`src/rtl/piso_shift_tx.sv`:
```
`default_nettype none
// ============================================================================
// Module      : piso_shift_tx
// Description : Parallel-in serial-out transmitter. A word is accepted over a
//               valid/ready handshake and sent one bit per enabled clock on
//               serial_out. tx_active qualifies the serial stream for the
//               receiving SIPO. Optional parity bit is enabled by defining
//               the macro PISO_PARITY_EN.
// Revision    : 1.0 - initial release
// ============================================================================
module piso_shift_tx #(
  parameter int WIDTH      = 8,
  parameter int MSB_FIRST  = 1,
  parameter int PARITY_ODD = 0
) (
  input  logic             clk,
  input  logic             reset,
  input  logic [WIDTH-1:0] load_data,
  input  logic             load_valid,
  output logic             load_ready,
  input  logic             shift_en,
  output logic             serial_out,
  output logic             tx_active,
  output logic             frame_done
);

  localparam int                 c_cnt_w    = $clog2(WIDTH + 1);
  localparam logic [c_cnt_w-1:0] c_last_cnt = c_cnt_w'(WIDTH - 1);

  typedef enum logic [1:0] {
    S_IDLE   = 2'd0,
    S_SHIFT  = 2'd1,
`ifdef PISO_PARITY_EN
    S_PARITY = 2'd3,
`endif
    S_DONE   = 2'd2
  } state_t;

  state_t             r_state;
  state_t             w_state_nxt;
  logic [WIDTH-1:0]   r_shreg;
  logic [WIDTH-1:0]   w_shreg_nxt;
  logic [WIDTH-1:0]   w_shifted;
  logic [c_cnt_w-1:0] r_cnt;
  logic [c_cnt_w-1:0] w_cnt_nxt;
  logic               r_serial;
  logic               w_serial_nxt;
  logic               w_head_nxt;

`ifdef PISO_PARITY_EN
  logic               r_parity;
  logic               w_parity_nxt;
`else
  // PARITY_ODD has no effect without the parity stage.
  logic               w_unused_cfg;
  assign w_unused_cfg = (PARITY_ODD != 0);
`endif

  // Bit order: select the shift direction and which end of the register is the
  // bit currently on the wire. Vacated positions fill with zero.
  generate
    if (MSB_FIRST != 0) begin : g_msb_first
      logic w_unused_dropped;
      assign w_shifted        = {r_shreg[WIDTH-2:0], 1'b0};
      assign w_head_nxt       = w_shreg_nxt[WIDTH-1];
      assign w_unused_dropped = r_shreg[WIDTH-1];
    end else begin : g_lsb_first
      logic w_unused_dropped;
      assign w_shifted        = {1'b0, r_shreg[WIDTH-1:1]};
      assign w_head_nxt       = w_shreg_nxt[0];
      assign w_unused_dropped = r_shreg[0];
    end
  endgenerate

  // Next-state logic: handshake capture, bit consumption and frame sequencing.
  always_comb begin
    w_state_nxt  = r_state;
    w_shreg_nxt  = r_shreg;
    w_cnt_nxt    = r_cnt;
`ifdef PISO_PARITY_EN
    w_parity_nxt = r_parity;
`endif
    case (r_state)
      S_IDLE: begin
        if (load_valid) begin
          w_state_nxt  = S_SHIFT;
          w_shreg_nxt  = load_data;
          w_cnt_nxt    = '0;
`ifdef PISO_PARITY_EN
          w_parity_nxt = (^load_data) ^ (PARITY_ODD != 0);
`endif
        end
      end
      S_SHIFT: begin
        if (shift_en) begin
          w_shreg_nxt = w_shifted;
          if (r_cnt == c_last_cnt) begin
            w_cnt_nxt = '0;
`ifdef PISO_PARITY_EN
            w_state_nxt = S_PARITY;
`else
            w_state_nxt = S_DONE;
`endif
          end else begin
            w_cnt_nxt = r_cnt + c_cnt_w'(1);
          end
        end
      end
`ifdef PISO_PARITY_EN
      S_PARITY: begin
        if (shift_en) begin
          w_state_nxt = S_DONE;
        end
      end
`endif
      S_DONE: begin
        w_state_nxt = S_IDLE;
      end
      default: begin
        w_state_nxt = S_IDLE;
      end
    endcase
  end

  // Serial bit for the next cycle, derived from next state so serial_out is a flop.
  always_comb begin
    w_serial_nxt = 1'b0;
    case (w_state_nxt)
      S_SHIFT:  w_serial_nxt = w_head_nxt;
`ifdef PISO_PARITY_EN
      S_PARITY: w_serial_nxt = w_parity_nxt;
`endif
      default:  w_serial_nxt = 1'b0;
    endcase
  end

  // State, datapath and output registers; reset abandons any frame in flight.
  always_ff @(posedge clk or negedge reset) begin
    if (!reset) begin
      r_state  <= S_IDLE;
      r_shreg  <= '0;
      r_cnt    <= '0;
      r_serial <= 1'b0;
    end else begin
      r_state  <= w_state_nxt;
      r_shreg  <= w_shreg_nxt;
      r_cnt    <= w_cnt_nxt;
      r_serial <= w_serial_nxt;
    end
  end

`ifdef PISO_PARITY_EN
  // Parity of the captured word, held for the whole frame.
  always_ff @(posedge clk or negedge reset) begin
    if (!reset) begin
      r_parity <= 1'b0;
    end else begin
      r_parity <= w_parity_nxt;
    end
  end

  assign tx_active = (r_state == S_SHIFT) || (r_state == S_PARITY);
`else
  assign tx_active = (r_state == S_SHIFT);
`endif

  assign load_ready = (r_state == S_IDLE);
  assign frame_done = (r_state == S_DONE);
  assign serial_out = r_serial;

endmodule
`default_nettype wire
```
`config.mk`:
```
export PLATFORM = sky130hd
export DESIGN_NAME = piso_shift_tx
export DESIGN_NICKNAME = d
export VERILOG_FILES = /design/src/rtl/piso_shift_tx.sv
export SDC_FILE = /design/constraint.sdc
export NUM_CORES = 1
export LEC_CHECK = 0
export BUFFER_PORTS_ARGS = -buffer_cell sky130_fd_sc_hd__buf_2
export CORE_MARGIN = 3
export CORE_UTILIZATION = 45
export CTS_BUF_LIST = sky130_fd_sc_hd__clkbuf_8
export CTS_CLUSTER_SIZE = 10
export DETAILED_ROUTE_END_ITERATION = 10
export PLACE_DENSITY = 0.71
export SLEW_MARGIN = 5
export SYNTH_ARGS = -nofsm -noshare
export SYNTH_HDL_FRONTEND = slang
export SYNTH_SLANG_ARGS = --single-unit
```
`constraint.sdc`:
```
create_clock -name clk -period 1.5 [get_ports clk]
set_input_delay 0.15 -clock clk [delete_from_list [all_inputs] [get_ports clk]]
set_output_delay 0.15 -clock clk [all_outputs]
set_load 0.005 [all_outputs]
```
# --- Word-level counts from Yosys, hierarchy flattened ---
# Cells that the tools add are included.
classes:
  add_sub_neg: 1
  eq_ne: 6
  mux: 12
  n_reduce_logical: 3
ops:
  columns: ["operator", "count"]
  rows:
  - ["8-bit 2-to-1 mux", 2]
  - ["8-bit case mux with 2 select lines", 1]
  - ["4-bit 2-to-1 mux", 3]
  - ["4-bit case mux with 2 select lines", 1]
  - ["2-bit 2-to-1 mux", 3]
  - ["4-bit by 1-bit adder with 4-bit output, second input constant", 1]
  - ["2-bit by 1-bit == test with 1-bit output, second input constant", 2]
  - ["4-bit by 3-bit == test with 1-bit output, second input constant", 1]
  - ["2-bit != test, second input constant", 2]
  - ["2-bit case mux with 2 select lines", 1]
  - ["3-bit AND reduction", 1]
  - ["2-bit == test, second input constant", 1]
  - ["2-bit logical NOT", 1]
  - ["2-bit nonzero test", 1]
  - ["1-bit 2-to-1 mux", 1]
totals:
  reg_bits: 15
  wordCells: 27

# --- Logic depth before layout (Yosys ltp) ---
# Gate-level depths: netlist of the first run.
depth:
  depth_word: 6
  ltp_mapped: 5

# --- Worst setup path before layout of the first run ---
# No wires, ideal clock.
synth_path:
  path_type: "flip-flop to flip-flop"
  from: "register r_state[0]"
  to: "register r_cnt[2]"
  t_arrival_ns: 1.194
  path_slack_ns: 0.185
  path_stages_with_launch: 5
  path_buffers: 1
  cell_sequence: "dfrtp_1 and3b_1 buf_6 or2_1 a32o_1"
synth_via:
  elab_chain_cells: 3
synth_lines:
  columns: ["item", "line_no", "text"]
  rows:
  - ["from (decl)", "39", "state_t r_state;"]
  - ["from (signal assigned)", "145", "r_state <= w_state_nxt;"]
  - ["2-bit by 1-bit == test with 1-bit output / 2-bit logical NOT (equally long branches)", "83", "case (r_state)"]
  - ["2-bit != test (no line) / 2-bit nonzero test (equally long branches)", null, null]
  - ["3-bit AND reduction (no line)", null, null]
  - ["to (signal assigned)", "147", "r_cnt <= w_cnt_nxt;"]
  - ["to (decl)", "44", "logic [c_cnt_w-1:0] r_cnt;"]
# Several ways; a longest one is shown, not always the timed one.
# A chain may end at the register's enable or synchronous reset.

# --- Worst setup path in the final report of the first run ---
layout_path:
  from: "register r_state[0]"
  to: "output tx_active"
layout_via:
  elab_chain_cells: 1
layout_lines:
  columns: ["item", "line_no", "text"]
  rows:
  - ["2-bit by 1-bit == test with 1-bit output", "164", "assign tx_active = (r_state == S_SHIFT);"]
  - ["to (decl)", "23", "output logic tx_active,"]
# Every way passes these cells.

==> results.txt, run 1 <==
----------------------------------------------------
[Drt]
  Number of DRC markers after the initial detailed-route iteration ... 11
  Avg WL per Cell ... 14.0 um
  DRC violation count after routing ... 0
  Aggregate routed wire length ... 1.51 mm
  Vias ... 611
  Antenna-violating nets left ... 0
  Number of iterations in the first detailed-routing pass ... 4
  Vias/cell ... 5.66

[Setup path]
  Maximum fanout encountered on the critical timing path ... 7
  Worst EP required ... 1.35 ns
  Type of the worst setup path ... reg2out
  End of the worst register-to-register path ... r_cnt[2]
  Kind of launch point of the worst setup path ... flop
  Origin of the critical flop-to-flop path ... r_state[0]
  WP data arrival ... 1.25 ns
  Depth of the worst register-to-register path ... 4
  Internal reg-to-reg setup slack ... 0.14 ns
  Type of destination of the critical path ... primary output

[Timing]
  Period utilisation layout ... 93.4%
  Worst hold-check slack ... 0.115 ns
  Worst slew pin tran ... 0.354 ns
  Normalized max-slew margin ... 76.4%
  Minimum clock period after layout ... 1.40 ns
  Number of failing hold endpoints at the final stage ... 0
  Number of max-slew violations in the final report ... 0
  Setup repair after global routing missed its margin ... no
  Fmax ... 0.714 GHz
  Setup violators final ... 0
  Total negative setup slack ... 0 ns
  Setup skew after layout ... 0.00391 ns

[Flow run]
  Maxcap violations ... 0

[Die]
  Vertical die dimension ... 47.8 um
  Initial Util ... 49.8%
  Horizontal extent of the die ... 47.8 um
  Area of the core ... 1580 um^2
  Die footprint ... 2280 um^2
  I/O pin cnt ... 16
  Placement row count ... 14

[Clock network]
  Clk slew on worst S/H paths ... 0.06 ns
  Maximum clock path buffer count ... 2
  Clock tree sinks ... 15
  Clock tree root buffer cell ... clkbuf_8
  Count of buffers added by post-CTS timing repair for setup ... 0
  TritonCTS Buffers ... 3
  Latest clock arrival within the worst-skew pair ... 0.24 ns
  Clock tree from TritonCTS ... built
  Number of H-tree branching levels ... 1

[Finish]
  Share of post-route cells with drive strength above 1 ... 37.0%
  Area grow syn2layout ... 20.1%
  Count of filler cells inserted in the layout ... 151
  Number of antenna cells inserted ... 0
  Fin nets ... 106
  Commonest cells after routing, fill and taps aside ... buf_2 (15), dfrtp_1 (15), inv_1 (11), o21ai_2 (9), a22oi_1 (7)

[Synth]
  Distinct cells, synth ... 28
  Fraction of the yosys area taken by sequential cells ... 47.8%
  Yosys top cell area share ... 47.8%
  Proportion of register bits with asynchronous set or reset after synthesis ... 100%
  Yosys warnings ... 0
  Seq cells post-synth ... 15
  Net count after synthesis ... 85
  Cell accounting for the most synthesized area ... dfrtp_1
  Number of enable flip-flop cells after synthesis ... 0
  Most common flop cell mapped by yosys ... dfrtp_1
  Cells taking the most area after synthesis ... dfrtp_1 (48%), o21ai_2 (10%), a22oi_1 (6.7%)
  Post-Synthesis Mean Instance Area ... 10.9 um^2
  Post-Synthesis Cell Area ... 785 um^2
  Count of mapped cells out of synthesis ... 72

[Run status]
  Status ... complete, no violations

[Hold path]
  Worst Hold End ... r_shreg[0]
  Hold Path Cell Cnt ... 3
  Classification of the worst-slack hold path ... in2reg
  Hold_sp ... load_data[0]

[GRT]
  Via count of the first global-routing pass ... 573
  Largest net degree at the start of global routing ... 16
  Overflow left after global routing ... 0
  Wire length of the first global-routing pass ... 2.53 mm
  Overall routing resource usage ... 16.5%
  Initial antenna violation count ... 0

[Pwr]
  LEAKAGE ... 0.454 nW
  Maximum VDD drop ... 0.821 mV
  Power density normalized to cell area ... 1780 nW/um^2

[Placed design]
  DP Wirelength ... 1.10 mm
  RePlAce Congestion ... 0.817
  Port Buf Inserts ... 15

----------------------------------------------------
==> cell type report <==
type | count | area, um^2 | area share (%)
Clock buffer | 3 | 41.3 | 4.38
Clock inverter | 1 | 3.75 | 0.398
Inverter | 11 | 41.3 | 4.38
Multi-Input combinational cell | 43 | 340 | 36.1
Sequential cell | 15 | 375 | 39.8
Tap cell | 16 | 20.0 | 2.12
Timing Repair Buffer | 19 | 120 | 12.7
==> state kept, by name (all words and copies together) (netlist names) <==
name,cells
r_state,2
r_shreg,8
r_cnt,4
serial_out,1
==> worst max-delay path by stage <==
stage	startpoint	endpoint	slack [ns]
final	r_state[0]	tx_active	0.1
after global routing	r_state[0]	tx_active	0.03
after CTS	r_state[1]	tx_active	0.03
after detailed placement	r_state[0]	r_cnt[2]	0.15
after global placement	r_cnt[0]	r_cnt[3]	0.17
after floorplan	r_state[0]	r_cnt[2]	0.18
==> cell usage after synthesis (all sizes together) (2+ instances only) <==
cell and count:
inv 11, o211ai 2, o21ai 11, buf 3
a22oi 7, and3b 3, nand2b 2, dfrtp 15
==> worst max-delay path: stages (launching register included) <==
cell	delay, ns
dfrtp_1	0.42
or2b_2	0.36
inv_2	0.11
buf_2	0.12
==> per-layer routing <==
metal / up-vias / track usage (%) / wire [um]
met2: 19 / 25.3 / 718
li1: 298 / - / -
met3: 2 / 3.76 / 86
met5: - / 0 / 0
met1: 292 / 20.9 / 684
met4: 0 / 10.2 / 19
==> power by group <==
group	switching (mW)	leakage [nW]	internal (mW)
clock network	0.137	0.0269	0.181
registers	0.118	0.190	0.567
logic	0.334	0.236	0.341
==> kinds of logic after synthesis <==
group                    Yosys count  share of synthesized area, %
AO/OA/AOI/OAI                     25                          25.0
AND/OR/NAND/NOR                   16                          13.9
flip-flops                        15                          47.8
buffers and inverters             14                          8.77
multiplexers                       1                          2.87
adder cells (fa/ha/maj)            1                          1.59
==> per-stage QoR <==
stage	setup slack, ns	utilization, %	instance area (um^2)	power [mW]	std cells
after floorplan	0.185	-	785	1.19	72
after global placement	0.173	56.3	887	1.34	103
after detailed placement	0.146	56.3	887	1.36	103
after CTS	0.0260	59.8	942	1.69	108
after global routing	0.0332	59.8	942	1.80	108
final	0.0989	59.8	942	1.68	108
==> repair_timing <==
item	4_1_cts	5_1_grt
hold buffers	1	0
resized for setup	0	1
hold endpoints to repair	15	0
setup endpoints to repair	0	1
No activity file was read; power rests on OpenSTA's default activity.
==> run 2: changes to the inputs <==
Settings changed: RECOVER_POWER from default to 100.
==> run 2 against run 1 <==
Against the previous run: sequential power about the same; utilization decreased by 1.9 points; register-to-register slack about the same; non-clock buffer count unchanged; sequential share of layout area increased by 1.3 points; maximum frequency about the same; flip-flop and latch count unchanged; setup slack got worse by 0.0010 ns; count of clock-buffer cells in the layout unchanged; power decreased by 4.7%; global-route usage unchanged; via count increased by 0.82%; largest power group unchanged; highest routed layer unchanged.
==> results.txt, run 2 (synthesis gave the netlist of run 1 again) <==
----------------------------------------------------
[Run status]
  Status ... complete, no violations

[Clock network]
  Clk slew on worst S/H paths ... 0.06 ns
  Clock tree sinks ... 15
  Number of H-tree branching levels ... 1
  Clock tree root buffer cell ... clkbuf_8
  Count of buffers added by post-CTS timing repair for setup ... 0
  Maximum clock path buffer count ... 2
  Clock tree from TritonCTS ... built
  Latest clock arrival within the worst-skew pair ... 0.24 ns
  TritonCTS Buffers ... 3

[Pwr]
  LEAKAGE ... 0.431 nW
  Power density normalized to cell area ... 1750 nW/um^2
  Maximum VDD drop ... 0.773 mV

[Setup path]
  Kind of launch point of the worst setup path ... flop
  Maximum fanout encountered on the critical timing path ... 7
  Origin of the critical flop-to-flop path ... r_state[0]
  Worst EP required ... 1.35 ns
  Type of the worst setup path ... reg2out
  Depth of the worst register-to-register path ... 4
  Internal reg-to-reg setup slack ... 0.13 ns
  Worst Setup SP ... r_state[0]
  End of the worst register-to-register path ... r_shreg[1]
  Type of destination of the critical path ... primary output
  CP endpoint ... tx_active
  WP data arrival ... 1.25 ns

[GRT]
  Overflow left after global routing ... 0
  Largest net degree at the start of global routing ... 16
  Via count of the first global-routing pass ... 573
  Initial antenna violation count ... 0
  Wire length of the first global-routing pass ... 2.53 mm
  Overall routing resource usage ... 16.5%

[Drt]
  Avg WL per Cell ... 14.2 um
  DRC violation count after routing ... 0
  Number of DRC markers after the initial detailed-route iteration ... 14
  Aggregate routed wire length ... 1.53 mm
  Vias/cell ... 5.70
  Antenna-violating nets left ... 0
  Vias ... 616
  Number of iterations in the first detailed-routing pass ... 4

[Timing]
  Total negative setup slack ... 0 ns
  Setup skew after layout ... 0.00373 ns
  Setup repair after global routing missed its margin ... no
  Fmax ... 0.713 GHz
  Normalized max-slew margin ... 44.7%
  Number of failing hold endpoints at the final stage ... 0
  Worst slew pin tran ... 0.829 ns
  Minimum clock period after layout ... 1.40 ns
  Period utilisation layout ... 93.5%
  Setup violators final ... 0
  Number of max-slew violations in the final report ... 0

[Finish]
  Number of antenna cells inserted ... 0
  Share of post-route cells with drive strength above 1 ... 26.1%
  Fin nets ... 106
  Commonest cells after routing, fill and taps aside ... dfrtp_1 (15), buf_2 (12), inv_1 (11), o21ai_0 (7), a22oi_1 (7)
  Area grow syn2layout ... 16.3%
  Registers with the most flip-flops ... r_shreg: 8 flops, r_cnt: 4 flops, r_state: 2 flops
  Count of filler cells inserted in the layout ... 160
  Most flop-heavy register ... r_shreg
  Most common cell after layout, fill and taps aside ... dfrtp_1
  Finished Layout Cells ... 108
  Max reg flops ... 8

[Flow run]
  Maxcap violations ... 0

[Die]
  Vertical die dimension ... 47.8 um
  Die footprint ... 2280 um^2
  Initial Util ... 49.8%
  Area of the core ... 1580 um^2
  Horizontal extent of the die ... 47.8 um
  Placement row count ... 14
  I/O pin cnt ... 16

[Hold path]
  Classification of the worst-slack hold path ... in2reg

[Placed design]
  DP Wirelength ... 1.10 mm
  Port Buf Inserts ... 15
  RePlAce Congestion ... 0.817
  Number of placed instances with taps included ... 103

----------------------------------------------------
run 2: changes by cell type in the layout (fill, tap and decap cells not counted):
| cell | before | now |
|---|---|---|
| o21ai_0 | 2 | 7 |
| or2_1 | 1 | 0 |
| or2_0 | 0 | 1 |
| o21ai_2 | 9 | 2 |
| buf_2 | 15 | 12 |
| o21ai_1 | 0 | 2 |
| clkbuf_1 | 0 | 3 |
run 2: report_power, final:
| group | switching, mW | internal, mW |
|---|---|---|
| clock | 0.136 | 0.181 |
| combinational | 0.293 | 0.304 |
| sequential | 0.118 | 0.567 |
| total | 0.548 | 1.05 |
run 2: area by class of cell:
| type | count | area [um^2] | area share, % |
|---|---|---|---|
| timing repair buffer | 19 | 116 | 12.8 |
| sequential | 15 | 375 | 41.2 |
| multi-input combinational | 43 | 314 | 34.4 |
| clock buffer | 3 | 41.3 | 4.53 |
| clock inverter | 1 | 3.75 | 0.412 |
| tap | 16 | 20.0 | 2.19 |
| inverter | 11 | 41.3 | 4.53 |
run 2: critical path, stage by stage (launching register included):
cell,delay (ns)
dfrtp_1,0.42
or2b_2,0.36
inv_2,0.11
buf_2,0.12
run 2: how the worst min path moves through the flow:
stage	startpoint	endpoint	slack (ns)	cells after the start
detailed placement	reset	serial_out	0.08	1
global placement	reset	serial_out	0.08	1
global route	load_data[1]	r_shreg[1]	0.16	3
finish	load_data[0]	r_shreg[0]	0.12	3
CTS	load_data[0]	r_shreg[0]	0.11	3
floorplan	reset	r_cnt[0]	-0.15	0
run 2: metal layers:
| metal | track usage, % | vias to the layer above | wire length, um |
|---|---|---|---|
| met3 | 3.76 | 2 | 78 |
| li1 | - | 298 | - |
| met4 | 10.2 | 0 | 19 |
| met1 | 20.9 | 298 | 723 |
| met2 | 25.3 | 18 | 708 |
| met5 | 0 | - | 0 |
run 2: repair_timing:
action / 4_1_cts / 5_1_grt
hold buffers: 1 / 0
endpoints found under the hold margin: 15 / 0
setup endpoints to repair: 0 / 1
gates resized for setup: 0 / 1
run 2: per-stage QoR:
| step | area (um^2) | power [mW] | setup slack (ns) | utilization [%] | hold WS (ns) |
|---|---|---|---|---|---|
| global route | 912 | 1.72 | 0.0332 | 57.9 | 0.157 |
| CTS | 942 | 1.69 | 0.0260 | 59.8 | 0.111 |
| floorplan | 785 | 1.19 | 0.185 | - | -0.146 |
| global placement | 887 | 1.34 | 0.173 | 56.3 | 0.0779 |
| detailed placement | 887 | 1.36 | 0.146 | 56.3 | 0.0757 |
| finish | 912 | 1.60 | 0.0979 | 57.9 | 0.118 |
==> run 3: changes to the inputs <==
Settings changed: ABC_AREA from default to 1.
==> run 3 against run 2 <==
Against the previous run: count of clock-buffer cells in the layout is the same; design area down 1.8%; first-iteration DRC count shrank 79%; setup slack improved by 0.11 ns; non-clock buffer count shrank 3; sequential share of layout area grew 0.75 points; maximum frequency up 8.9%; final cell count grew 19%; clock power decreased by 3%; global-route usage is 0.47 points lower; largest power group unchanged.
==> results.txt, run 3 <==
----------------------------------------------------
[Run status]
  Status ... complete, no violations

[Drt]
  Detailed route wirelength on metal3 ... 79 um
  Max Used Layer ... met4
  Vias/cell ... 4.93
  Aggregate routed wire length ... 1.39 mm
  M1 wire length ... 629 um
  Number of DRC markers after the initial detailed-route iteration ... 3
  Avg WL per Cell ... 10.9 um
  Vias ... 631
  Antenna-violating nets left ... 0
  DRC violation count after routing ... 0
  Detailed route wirelength on metal2 ... 672 um
  Number of iterations in the first detailed-routing pass ... 4

[Die]
  I/O pin cnt ... 16
  Initial Util ... 49.7%
  Area of the core ... 1580 um^2
  Horizontal extent of the die ... 47.7 um
  Placement row count ... 14
  Die footprint ... 2280 um^2
  Vertical die dimension ... 47.7 um

[Finish]
  Most flop-heavy register ... r_shreg
  Fin nets ... 126
  Commonest cells after routing, fill and taps aside ... nand2_1 (43), dfrtp_1 (15), buf_2 (12), inv_1 (8), nand3_1 (7)
  Number of antenna cells inserted ... 0
  Most common cell after layout, fill and taps aside ... nand2_1
  Registers with the most flip-flops ... r_shreg: 8 flops, r_cnt: 4 flops, r_state: 2 flops
  Storage cell area ... 375 um^2
  Max reg flops ... 8
  Area occupied by multi-input gates ... 342 um^2
  Area grow syn2layout ... 14.4%
  Share of post-route cells with drive strength above 1 ... 24.1%
  Count of filler cells inserted in the layout ... 156

[Hold path]
  Hold Path Cell Cnt ... 3
  Classification of the worst-slack hold path ... in2reg
  Worst Hold End ... r_shreg[0]
  Hold_sp ... load_data[0]

[Timing]
  Minimum clock period after layout ... 1.29 ns
  Setup violators final ... 0
  Number of failing hold endpoints at the final stage ... 0
  Fmax ... 0.777 GHz
  Normalized max-slew margin ... 47.4%
  Worst slew pin tran ... 0.789 ns
  Setup skew after layout ... 0.00178 ns
  Number of max-slew violations in the final report ... 0
  Final critical-path setup slack ... 0.212 ns
  Total negative setup slack ... 0 ns
  Period utilisation layout ... 85.9%
  Setup repair after global routing missed its margin ... no

[Clock network]
  Clock tree sinks ... 15
  Latest clock arrival within the worst-skew pair ... 0.24 ns
  Number of H-tree branching levels ... 1
  Clock tree root buffer cell ... clkbuf_8
  Maximum clock path buffer count ... 2
  Cells resized by post-CTS repair ... 0
  Clk slew on worst S/H paths ... 0.06 ns
  TritonCTS Buffers ... 3
  Clock tree from TritonCTS ... built

[Synth]
  Number of enable flip-flop cells after synthesis ... 0
  Cell types with the highest counts after synthesis ... nand2_1 (37), dfrtp_1 (15), nand2_2 (8)
  Dominant combinational cell family by area after synthesis ... simple AND/OR/NAND/NOR gates
  Most common flop cell mapped by yosys ... dfrtp_1
  Seq cells post-synth ... 15
  Cells taking the most area after synthesis ... dfrtp_1 (48%), nand2_1 (18%), nand3_2 (7.7%)
  Share of the synthesized netlist area taken by xor and xnor gates ... 0%
  Post-Synthesis Cell Area ... 783 um^2
  Adder-cell share of the synthesized area ... 1.60%
  Fraction of the yosys area taken by sequential cells ... 47.9%
  Distinct cells, synth ... 17
  Simple-gate portion of the synthesized area ... 43.6%
  Proportion of register bits with asynchronous set or reset after synthesis ... 100%
  Cell accounting for the most synthesized area ... dfrtp_1
  Most used standard cell by instance count after synthesis ... nand2_1
  Count of mapped cells out of synthesis ... 93
  Yosys top cell area share ... 47.9%
  Mux share of post-synthesis cell area ... 0%
  Yosys warnings ... 0
  Share of the synthesized area in compound gates (AO/OA/AOI/OAI) ... 1.28%
  Post-Synthesis Mean Instance Area ... 8.42 um^2
  Net count after synthesis ... 106

[Setup path]
  Library cell appearing most often on the critical path ... inv_1
  Type of destination of the critical path ... primary output
  End of the worst register-to-register path ... r_cnt[2]
  WP data arrival ... 1.14 ns
  Type of the worst setup path ... reg2out
  Slowest stage cell on the critical path ... dfrtp_1
  Kind of launch point of the worst setup path ... flop
  Maximum fanout encountered on the critical timing path ... 6
  Depth of the worst register-to-register path ... 6
  Cells along the critical path ... inv_1, nand2_1, inv_1, buf_2
  Origin of the critical flop-to-flop path ... r_state[1]
  CP Buf/Inv Count ... 3
  Max stage delay on crit path ... 0.39 ns
  Worst EP required ... 1.35 ns
  Internal reg-to-reg setup slack ... 0.24 ns
  CP delay by family, top ... buffers and inverters

[Placed design]
  Port Buf Inserts ... 15
  Setup slack after placement ... 0.292 ns
  RePlAce Congestion ... 0.728
  DP Wirelength ... 1.09 mm

[GRT]
  Wire length of the first global-routing pass ... 2.45 mm
  Via count of the first global-routing pass ... 621
  Overall routing resource usage ... 16.0%
  Largest net degree at the start of global routing ... 16
  Initial antenna violation count ... 0
  Overflow left after global routing ... 0

[Pwr]
  Power density normalized to cell area ... 1590 nW/um^2
  LEAKAGE ... 0.513 nW
  Maximum VDD drop ... 0.936 mV

[Flow run]
  Maxcap violations ... 0

----------------------------------------------------
==> run 3: cell count changes after synthesis, sizes merged, moves of 3 or more <==
cell,before,now
o21ai,11,2
a22oi,7,0
and3b,3,0
nor2,1,4
inv,11,8
nand3,0,13
nand2,1,45
==> run 3: repair_timing <==
item,4_1_cts,5_1_grt
setup endpoints to repair,0,0
hold buffers,1,0
endpoints found under the hold margin,15,0
setup buffers,0,0
==> run 3: worst register-to-register path, delay by kind of cell (launching register included) <==
kind            cells  cell delay, ns
simple gates        4            0.60
buf+inv             1            0.07
flops               1            0.39
compound gates      1            0.07
==> run 3: power by group <==
group / internal (mW) / total, mW / switching, mW / leakage (nW)
registers: 0.538 / 0.638 / 0.0999 / 0.195
clock network: 0.181 / 0.309 / 0.128 / 0.0269
logic: 0.193 / 0.477 / 0.284 / 0.290
==> run 3: worst max path at each step <==
stage / start / end / slack, ns / cells after the start
CTS: r_state[1] / tx_active / 0.20 / 4
finish: r_state[1] / tx_active / 0.21 / 4
global route: r_state[1] / r_cnt[2] / 0.1 / 6
floorplan: r_cnt[0] / r_cnt[2] / 0.35 / 4
detailed placement: r_cnt[0] / r_cnt[2] / 0.29 / 4
global placement: r_cnt[0] / r_cnt[2] / 0.33 / 4
==> run 3: logic make-up (layout without fill, tap and decap cells) <==
kind of cell	Yosys count	after routing
flip-flops	15	15
buffers and inverters	9	28
AO/OA/AOI/OAI	2	2
AND/OR/NAND/NOR	66	66
adder cells (fa/ha/maj)	1	1
==> run 3: stage by stage <==
stage	util, %	power, mW	instance area (um^2)	instances	hold WS (ns)
after floorplan	-	1.04	783	93	-0.146
after global placement	55.0	1.14	867	123	0.0720
after detailed placement	55.0	1.16	867	123	0.0667
after CTS	58.5	1.49	922	128	0.0951
after global routing	56.8	1.56	896	128	0.129
final	56.8	1.42	896	128	0.105
==> run 3: metal layers <==
layer,global-route usage [%],vias to the layer above
met5,0,-
met3,6.77,2
met2,25.6,16
met1,18.3,282
met4,8.06,0
li1,-,331
==> run 3: final cells by class <==
class / instances / share of cell area [%]
Inverter: 8 / 3.63
Clock inverter: 1 / 0.419
Clock buffer: 3 / 4.61
Sequential cell: 15 / 41.9
Tap cell: 16 / 2.23
Multi-Input combinational cell: 69 / 38.1
Timing Repair Buffer: 16 / 9.08
